[config.mk]
export PLATFORM = sky130hd
export DESIGN_NAME = aq_gemac_tx_arb
export DESIGN_NICKNAME = d
export VERILOG_FILES = /design/src/rtl/aq_gemac_pkg.sv /design/src/rtl/aq_gemac_tx_arb_pick.sv /design/src/rtl/aq_gemac_tx_arb.sv
export SDC_FILE = /design/constraint.sdc
export NUM_CORES = 1
export LEC_CHECK = 0
export ABC_AREA = 1
export CAP_MARGIN = 20
export CORE_MARGIN = 3
export CORE_UTILIZATION = 25
export DETAILED_ROUTE_END_ITERATION = 8
export MAX_ROUTING_LAYER = met4
export SYNTH_ARGS = -nofsm -noshare
export SYNTH_HDL_FRONTEND = slang
export SYNTH_SLANG_ARGS = --single-unit
[constraint.sdc]
create_clock -name sys_clk -period 5.8 [get_ports sys_clk]
set_input_delay 1.16 -clock sys_clk [delete_from_list [all_inputs] [get_ports sys_clk]]
set_output_delay 1.16 -clock sys_clk [all_outputs]
set_load 0.05 [all_outputs]
[src/rtl/aq_gemac_pkg.sv]
// rtl/aq_gemac_pkg.sv - shared types and constants for the aq_gemac TX path
// Holds the TX arbiter FSM encoding, MAC TX buffer port widths and the default
// free-space threshold used before a frame is granted.
package aq_gemac_pkg;

    localparam int TX_DATA_W  = 32;
    localparam int TX_SPACE_W = 10;

    localparam logic [TX_SPACE_W-1:0] DEF_MIN_SPACE = 10'd400;

    typedef enum logic [1:0] {
        ST_IDLE    = 2'd0,
        ST_GRANT   = 2'd1,
        ST_XFER    = 2'd2,
        ST_RELEASE = 2'd3
    } arb_state_t;

endpackage

[src/rtl/aq_gemac_tx_arb_pick.sv]
// rtl/aq_gemac_tx_arb_pick.sv - combinational winner select for the TX arbiter
// Ports:
//   req    in  2  pending requests, bit n = requester n
//   last   in  1  index served most recently (round-robin pointer)
//   gnt_oh out 2  one-hot winner, 0 when nobody requests
module aq_gemac_tx_arb_pick
    import aq_gemac_pkg::*;
#(
    parameter int unsigned PRIO_MODE = 0
) (
    input  logic [1:0] req,
    input  logic       last,
    output logic [1:0] gnt_oh
);

    always_comb begin
        gnt_oh = 2'b00;
        if (PRIO_MODE != 0) begin
            if (req[0])      gnt_oh = 2'b01;
            else if (req[1]) gnt_oh = 2'b10;
        end else begin
            // The requester that was not served last gets first look.
            if (last) begin
                if (req[0])      gnt_oh = 2'b01;
                else if (req[1]) gnt_oh = 2'b10;
            end else begin
                if (req[1])      gnt_oh = 2'b10;
                else if (req[0]) gnt_oh = 2'b01;
            end
        end
    end

endmodule

[src/rtl/aq_gemac_tx_arb.sv]
// rtl/aq_gemac_tx_arb.sv - frame-atomic arbiter for the MAC TX buffer write port
// Shares the MAC TX buffer between requester 0 (L3 controller) and requester 1
// (UDP controller). One frame per grant, strobes registered once toward the MAC.
// Ports:
//   RST_N, sys_clk                       async active-low reset, clock
//   REQn / GNTn                          frame request / grant per requester
//   WEn, STARTn, ENDn, DATAn             requester write strobes and data
//   READYn, FULLn, SPACEn                MAC status, forwarded to the grantee only
//   TX_WE, TX_START, TX_END, TX_DATA     registered write port to the MAC buffer
//   TX_READY, TX_FULL, TX_SPACE          MAC buffer status
//   FRAME_CNTn, TIMEOUT_CNT, ARB_BUSY    statistics and status
module aq_gemac_tx_arb
    import aq_gemac_pkg::*;
#(
    parameter int unsigned            PRIO_MODE     = 0,
    parameter logic [TX_SPACE_W-1:0]  MIN_SPACE     = DEF_MIN_SPACE,
    parameter logic [15:0]            START_TIMEOUT = 16'd1024
) (
    input  logic                   RST_N,
    input  logic                   sys_clk,
    input  logic                   REQ0,
    input  logic                   REQ1,
    output logic                   GNT0,
    output logic                   GNT1,
    input  logic                   WE0,
    input  logic                   START0,
    input  logic                   END0,
    input  logic [TX_DATA_W-1:0]   DATA0,
    input  logic                   WE1,
    input  logic                   START1,
    input  logic                   END1,
    input  logic [TX_DATA_W-1:0]   DATA1,
    output logic                   READY0,
    output logic                   READY1,
    output logic                   FULL0,
    output logic                   FULL1,
    output logic [TX_SPACE_W-1:0]  SPACE0,
    output logic [TX_SPACE_W-1:0]  SPACE1,
    output logic                   TX_WE,
    output logic                   TX_START,
    output logic                   TX_END,
    output logic [TX_DATA_W-1:0]   TX_DATA,
    input  logic                   TX_READY,
    input  logic                   TX_FULL,
    input  logic [TX_SPACE_W-1:0]  TX_SPACE,
    output logic [15:0]            FRAME_CNT0,
    output logic [15:0]            FRAME_CNT1,
    output logic [7:0]             TIMEOUT_CNT,
    output logic                   ARB_BUSY
);

    arb_state_t             state_q, state_d;
    logic [1:0]             gnt_q, gnt_d;
    logic                   owner_q, owner_d;
    logic                   last_q, last_d;
    logic [15:0]            wd_q, wd_d;
    logic                   tx_we_q, tx_we_d;
    logic                   tx_start_q, tx_start_d;
    logic                   tx_end_q, tx_end_d;
    logic [TX_DATA_W-1:0]   tx_data_q, tx_data_d;
    logic [15:0]            fc0_q, fc0_d;
    logic [15:0]            fc1_q, fc1_d;
    logic [7:0]             tc_q, tc_d;

    logic [1:0]             pick_oh;
    logic                   eligible;
    logic                   sel_req, sel_we, sel_start, sel_end;
    logic [TX_DATA_W-1:0]   sel_data;

    aq_gemac_tx_arb_pick #(
        .PRIO_MODE (PRIO_MODE)
    ) u_pick (
        .req    ({REQ1, REQ0}),
        .last   (last_q),
        .gnt_oh (pick_oh)
    );

    assign eligible = (REQ0 | REQ1) && TX_READY && !TX_FULL && (TX_SPACE >= MIN_SPACE);

    // owner_q is only meaningful while a grant is outstanding (GRANT/XFER);
    // the FSM never looks at the selected strobes in IDLE or RELEASE.
    assign sel_req   = owner_q ? REQ1   : REQ0;
    assign sel_we    = owner_q ? WE1    : WE0;
    assign sel_start = owner_q ? START1 : START0;
    assign sel_end   = owner_q ? END1   : END0;
    assign sel_data  = owner_q ? DATA1  : DATA0;

    always_ff @(posedge sys_clk or negedge RST_N) begin
        if (!RST_N) begin
            state_q    <= ST_IDLE;
            gnt_q      <= 2'b00;
            owner_q    <= 1'b0;
            last_q     <= 1'b1;
            wd_q       <= 16'd0;
            tx_we_q    <= 1'b0;
            tx_start_q <= 1'b0;
            tx_end_q   <= 1'b0;
            tx_data_q  <= '0;
            fc0_q      <= 16'd0;
            fc1_q      <= 16'd0;
            tc_q       <= 8'd0;
        end else begin
            state_q    <= state_d;
            gnt_q      <= gnt_d;
            owner_q    <= owner_d;
            last_q     <= last_d;
            wd_q       <= wd_d;
            tx_we_q    <= tx_we_d;
            tx_start_q <= tx_start_d;
            tx_end_q   <= tx_end_d;
            tx_data_q  <= tx_data_d;
            fc0_q      <= fc0_d;
            fc1_q      <= fc1_d;
            tc_q       <= tc_d;
        end
    end

    always_comb begin
        state_d    = state_q;
        gnt_d      = gnt_q;
        owner_d    = owner_q;
        last_d     = last_q;
        wd_d       = wd_q;
        tx_we_d    = 1'b0;
        tx_start_d = 1'b0;
        tx_end_d   = 1'b0;
        tx_data_d  = '0;
        fc0_d      = fc0_q;
        fc1_d      = fc1_q;
        tc_d       = tc_q;

        case (state_q)
            ST_IDLE: begin
                if (eligible) begin
                    gnt_d   = pick_oh;
                    owner_d = pick_oh[1];
                    wd_d    = 16'd0;
                    state_d = ST_GRANT;
                end
            end

            ST_GRANT: begin
                if (sel_start) begin
                    tx_start_d = 1'b1;
                    tx_we_d    = sel_we;
                    tx_data_d  = sel_data;
                    state_d    = ST_XFER;
                end else if (!sel_req) begin
                    // Requester withdrew: give the port back without counting a timeout.
                    gnt_d   = 2'b00;
                    state_d = ST_RELEASE;
                end else begin
                    wd_d = wd_q + 16'd1;
                    if (wd_d == START_TIMEOUT) begin
                        gnt_d   = 2'b00;
                        state_d = ST_RELEASE;
                        if (tc_q != 8'hFF) tc_d = tc_q + 8'd1;
                    end
                end
            end

            ST_XFER: begin
                tx_we_d    = sel_we;
                tx_start_d = sel_start;
                tx_end_d   = sel_end;
                tx_data_d  = sel_data;
                if (sel_end) begin
                    gnt_d   = 2'b00;
                    state_d = ST_RELEASE;
                    if (owner_q) fc1_d = fc1_q + 16'd1;
                    else         fc0_d = fc0_q + 16'd1;
                end
            end

            ST_RELEASE: begin
                gnt_d   = 2'b00;
                last_d  = owner_q;
                state_d = ST_IDLE;
            end

            default: begin
                gnt_d   = 2'b00;
                state_d = ST_IDLE;
            end
        endcase
    end

    assign GNT0        = gnt_q[0];
    assign GNT1        = gnt_q[1];
    assign READY0      = gnt_q[0] & TX_READY;
    assign READY1      = gnt_q[1] & TX_READY;
    assign FULL0       = gnt_q[0] ? TX_FULL : 1'b1;
    assign FULL1       = gnt_q[1] ? TX_FULL : 1'b1;
    assign SPACE0      = gnt_q[0] ? TX_SPACE : '0;
    assign SPACE1      = gnt_q[1] ? TX_SPACE : '0;
    assign TX_WE       = tx_we_q;
    assign TX_START    = tx_start_q;
    assign TX_END      = tx_end_q;
    assign TX_DATA     = tx_data_q;
    assign FRAME_CNT0  = fc0_q;
    assign FRAME_CNT1  = fc1_q;
    assign TIMEOUT_CNT = tc_q;
    assign ARB_BUSY    = (state_q != ST_IDLE);

endmodule

==> results of run 1 <==
## worst max-delay path, delay by kind of cell
family | cells | cell delay [ns]
buffers and inverters | 3 | 1.39
AND/OR/NAND/NOR | 1 | 0.08
## stage by stage
stage                     instance area (um^2)   util
after global routing                      7480  0.382
after CTS                                 7480  0.382
after detailed placement                  7190  0.367
after global placement                    7190  0.367
final                                     7480  0.382
after floorplan                           5020      -
## flip-flops by register name, indices dropped and copies added (netlist names)
register     cells
TX_DATA         32
FRAME_CNT1      16
gnt_q            2
owner_q          1
last_q           1
TX_START         1
state_q          2
TX_END           1
TX_WE            1
FRAME_CNT0      16
TIMEOUT_CNT      8
wd_q            16
## layer usage
metal,share of wire,global-route usage,up-vias,wire length (um)
met5,0,-,-,0
met4,0.017,0.0359,0,240
met3,0.086,0.0500,14,1210
met2,0.45,0.217,155,6420
met1,0.44,0.169,2107,6300
li1,-,-,2341,-
## cell type report
type                       instances  area, um^2
inverter                          74         278
multi-input combinational        428        2260
fill                            2030       12100
clock inverter                     6        57.6
clock buffer                      10         239
tap                              265         332
timing repair buffer             190        1890
sequential                        97        2430
## synthesized netlist by cell type, types with 9 or more instances
library cell / n / area, um^2
ha_1: 9 / 113
nand3_1: 46 / 230
o22ai_1: 9 / 56.3
nand4_1: 14 / 87.6
a21oi_1: 37 / 185
nor2_1: 33 / 124
inv_1: 68 / 255
nand2_1: 191 / 717
dfrtp_1: 96 / 2400
clkbuf_1: 12 / 45.0
xnor2_1: 16 / 140
xor2_1: 17 / 149
o21ai_1: 11 / 55.1
## final timing paths
kind,startpoint,to,slack (ns),depth (start not counted)
max,TX_SPACE[2],SPACE1[2],2.01,4
max in group asynchronous,RST_N,TX_DATA[13],3.88,2
min,FRAME_CNT0[15],FRAME_CNT0[15],0.47,1
min in group asynchronous,RST_N,FRAME_CNT0[12],0.82,1
min reg2reg,FRAME_CNT0[15],FRAME_CNT0[15],0.47,1
max reg2reg,state_q[1],wd_q[12],3.14,10
## logic make-up (layout without fill, tap and decap cells)
logic type | count (synthesis) | count (layout)
multiplexers | 2 | 2
flip-flops | 97 | 97
AND/OR/NAND/NOR | 316 | 316
XOR/XNOR | 33 | 33
buffers and inverters | 88 | 280
adder cells (fa/ha/maj) | 9 | 9
AO/OA/AOI/OAI | 68 | 68
## power groups by stage
| stage | Sequential [mW] | Clock [mW] | Combinational (mW) |
|---|---|---|---|
| after floorplan | 1.31 | 0 | 0.573 |
| after global placement | 0.918 | 0 | 1.50 |
| after detailed placement | 0.924 | 0 | 1.50 |
| after CTS | 0.911 | 0.628 | 1.51 |
| after global routing | 0.931 | 0.657 | 1.60 |
| final | 0.907 | 0.604 | 1.49 |
==> qor.csv, run 1 <==
metric,value,unit
drt-initial-drc-count,251,
clk_latency,0.35,ns
htreeDepth,3,
initial_core_util,0.256,
rows,51,
arrival,2.63,ns
grt_pass1_wl,23.3,mm
grt_max_degree,55,
syn_area,5020,um^2
yosysSeqAreaShare,0.484,
clock-sinks,97,
synth.area.mux_share,0.00449,
pwr-share-clk,0.201,
worstPathMaxFanout,2,
nets,895,
dp_hpwl,10.8,mm
status,completed,
drive_gt1_frac,0.0658,
finalCriticalPeriod,3.79,ns
hold_slack,0.469,ns
synth_flop_cell,dfrtp_1,
synth_cells,613,
layout_common_cells,"nand2_1, clkdlybuf4s50_1, dfrtp_1, inv_1, nand3_1",
worst_pin_slew,0.687,ns
rsz0062_at_grt,false,
mostFrequentLayoutCell,nand2_1,
final.setup.tns,0,ns
cts_setup_buffers,0,
synth_top_family_by_area,simple AND/OR/NAND/NOR gates,
max_freq,264,MHz
switching_power,1.42,mW
maxCapViolations,0,
fin_total_pwr,3.00,mW
synth_compound_area_frac,0.0753,
drc,0,
dieWidth,148,um
p_comb_frac,0.497,
clockRootBuffer,clkbuf_16,
power_frac_seq,0.302,
via_count,4617,
vias_per_cell,4.31,
intPower,1.58,mW
crit_top_cell,clkdlybuf4s50_1,
synth-simple-area-share,0.289,
grt_overflow,0,
synth_warnings,0,
fin_crit_sh,0.653,
path_cells,clkdlybuf4s50_1 > nand2_1 > inv_1 > clkdlybuf4s50_1,
required,4.64,ns
n_antenna_cell,0,
synth_xor_area_frac,0.0576,
leakage,3.54,nW
synth_seq_cells,97,
wl_per_cell,13.3,um
cts_resized,0,
drtPass1Iterations,4,
portBuffers,187,
die_height,148,um
syn_to_final_growth,49.1,%
finalHoldViolations,0,
critPathSlowestCell,clkdlybuf4s50_1,
ir_worst_vdd,0.000181,V
ant_nets,0,
maxSlewHeadroom,0.542,
fin_ws,2.01,ns
first_global_vias,4642,
synth-adder-area-share,0.0224,
min_path_type,flop to flop,
dp_cells,1054,
p_sw_frac,0.473,
numCtsBuffers,9,
synth-async-reset-ratio,1.00,
drv_slew,0,
cts_tree,yes,
antenna_found_initial,0,
grt_usage,0.138,
die_area,21800,um^2
gp_congestion,0.886,
clk_path_buf_depth,2,
core-area,19600,um^2
critPathKind,input pin to output pin,
synth_enable_flop_cells,0,
setup_violations,0,
crit_path_start_kind,input pin,
routed_wirelength,14.2,mm
cpPeakStageDelay,0.80,ns
ioPinCount,188,
hold_buffers,0,
end_kind,output pin,
instances_no_fill,1070,
clkSlewWorstSetupHoldPaths,0.08,ns
dp_slack,1.99,ns
ys_types,36,
skew,0.00980,ns
syn-num-nets,708,
power_density,401,nW/um^2
avgSynthCellArea,8.19,um^2
No activity file was read; power rests on OpenSTA's default activity.
==> inputs of run 2 (changes only) <==
- clock period: 5.8 -> 3.3 ns (I/O delays scaled with it)
==> qor.csv, run 2 (same netlist as run 1, synthesis figures left out) <==
metric,value,unit,change
setup_violations,0,,unchanged
skew,0.00906,ns,-0.000734 ns
utilization,0.384,,+0.00147
maxSlewHeadroom,0.555,,+0.0128
die_height,148,um,unchanged
finalHoldViolations,0,,unchanged
worstPathMaxFanout,6,,+4
path_delay_family,buffers and inverters,,
crit_path_start_kind,flop,,
grt_usage,0.139,,+0.00130
clk_latency,0.35,ns,about the same
antenna_found_initial,0,,unchanged
drv_slew,0,,unchanged
required,2.64,ns,-2.00 ns
maxCapViolations,0,,unchanged
drive_gt1_frac,0.0682,,+0.00232
finalCriticalPeriod,2.82,ns,
clockRootBuffer,clkbuf_16,,
clock-sinks,97,,unchanged
first_global_vias,4570,,-1.6%
hold_buffers,0,,unchanged
grt_max_degree,52,,-5.5%
dieWidth,148,um,unchanged
core-area,19600,um^2,unchanged
numCtsBuffers,9,,unchanged
path_cells,inv_1 > ha_1 > inv_1 > clkdlybuf4s50_1,,
top_usage_layer,met2,,
status,completed,,
met3_usage,0.0371,,-0.0129
routed_wirelength,14.6,mm,+2.6%
grt_use_met2,0.212,,-0.00505
min_path_type,input pin to async pin,,
fin_crit_sh,0.853,,
power_density,706,nW/um^2,+76%
syn_to_final_growth,49.7,%,
grt_pass1_wl,23.3,mm,-0.21%
end_kind,output pin,,
nets,897,,+0.22%
arrival,2.16,ns,-0.47 ns
cpPeakStageDelay,0.87,ns,+0.07 ns
critPathSlowestCell,clkdlybuf4s50_1,,
mostFrequentLayoutCell,nand2_1,,
drc,0,,unchanged
die_area,21800,um^2,unchanged
worst_pin_slew,0.663,ns,-0.0244 ns
max_freq,355,MHz,
ioPinCount,188,,unchanged
drt-initial-drc-count,250,,-0.40%
ir_worst_vdd,0.000330,V,+82%
cts_resized,0,,unchanged
critPathKind,flop to output pin,,
ant_nets,0,,unchanged
crit_top_cell,inv_1,,
drtPass1Iterations,4,,unchanged
vias_per_cell,4.37,,+1.2%
grt_overflow,0,,unchanged
rows,51,,unchanged
rsz0062_at_grt,false,,
cts_setup_buffers,0,,unchanged
largest_register_ff_count,32,,unchanged
initial_core_util,0.256,,unchanged
leakage,3.56,nW,+0.50%
cp_num_buf_inv,3,,unchanged
final.setup.tns,0,ns,unchanged
gp_congestion,0.860,,-3.0%
wl_per_cell,13.6,um,+2.4%
cts_tree,yes,,
n_antenna_cell,0,,unchanged
dp_hpwl,11.2,mm,+3.2%
clk_path_buf_depth,2,,unchanged
htreeDepth,3,,unchanged
clkSlewWorstSetupHoldPaths,0.07,ns,about the same
portBuffers,187,,unchanged
grt_use_met1,0.177,,+0.00822
via_count,4682,,+1.4%
layout_common_cells,"nand2_1, clkdlybuf4s50_1, dfrtp_1, inv_1, nand3_1",,
[run 2: cell types whose count changed in the layout (fill, tap and decap cells not counted)]
cell	delta
clkinv_4	+2
buf_12	+1
buf_4	+1
clkinvlp_4	-1
inv_6	-1
[run 2: worst paths after layout]
path	depth (start not counted)	end	slack (ns)	from
min in group sys_clk	1	FRAME_CNT0[15]	0.47	FRAME_CNT0[15]
max in group asynchronous	2	last_q	2.23	RST_N
worst min-delay path	1	TIMEOUT_CNT[0]	0.33	RST_N
worst max-delay path	4	ARB_BUSY	0.48	state_q[0]
worst max register to register	8	FRAME_CNT1[13]	0.91	owner_q
worst min register to register	1	FRAME_CNT0[15]	0.47	FRAME_CNT0[15]
[run 2: per-stage QoR]
step                      power [mW]  hold WS, ns  setup slack, ns  instance area (um^2)  std cells
final                           5.31        0.331            0.484                  7510       1072
after floorplan                 3.31        0.364             1.25                  5020        613
after global routing            5.61        0.373            0.382                  7510       1072
after CTS                       5.38        0.361            0.452                  7510       1072
after global placement          4.27        0.462            0.499                  7220       1056
after detailed placement        4.28        0.471            0.501                  7220       1056
[run 2: area by class of cell]
cell class | count | area, um^2
clock buffers | 10 | 239
clock inverters | 6 | 58.8
fillers | 2040 | 12100
inverters | 74 | 278
multi-input cells | 428 | 2260
flip-flops and latches | 97 | 2430
well taps | 265 | 332
repair buffers | 192 | 1920
[run 2: worst register-to-register path, delay by kind of cell, from the launching register on]
family | cells | cell delay (ns)
buf+inv | 1 | 0.43
simple gates | 6 | 1.16
flops | 1 | 0.55
xor+xnor | 1 | 0.15
[run 2: metal layers]
| layer | wire [um] | vias up |
|---|---|---|
| met3 | 1000 | 23 |
| met2 | 6500 | 166 |
| met4 | 354 | 0 |
| met5 | 0 | - |
| met1 | 6700 | 2153 |
| li1 | - | 2340 |
[run 2: power by group]
part           switching (mW)  internal [mW]  total [mW]
Combinational            1.82          0.814        2.63
Sequential              0.181           1.42        1.61
Clock                   0.517          0.552        1.07
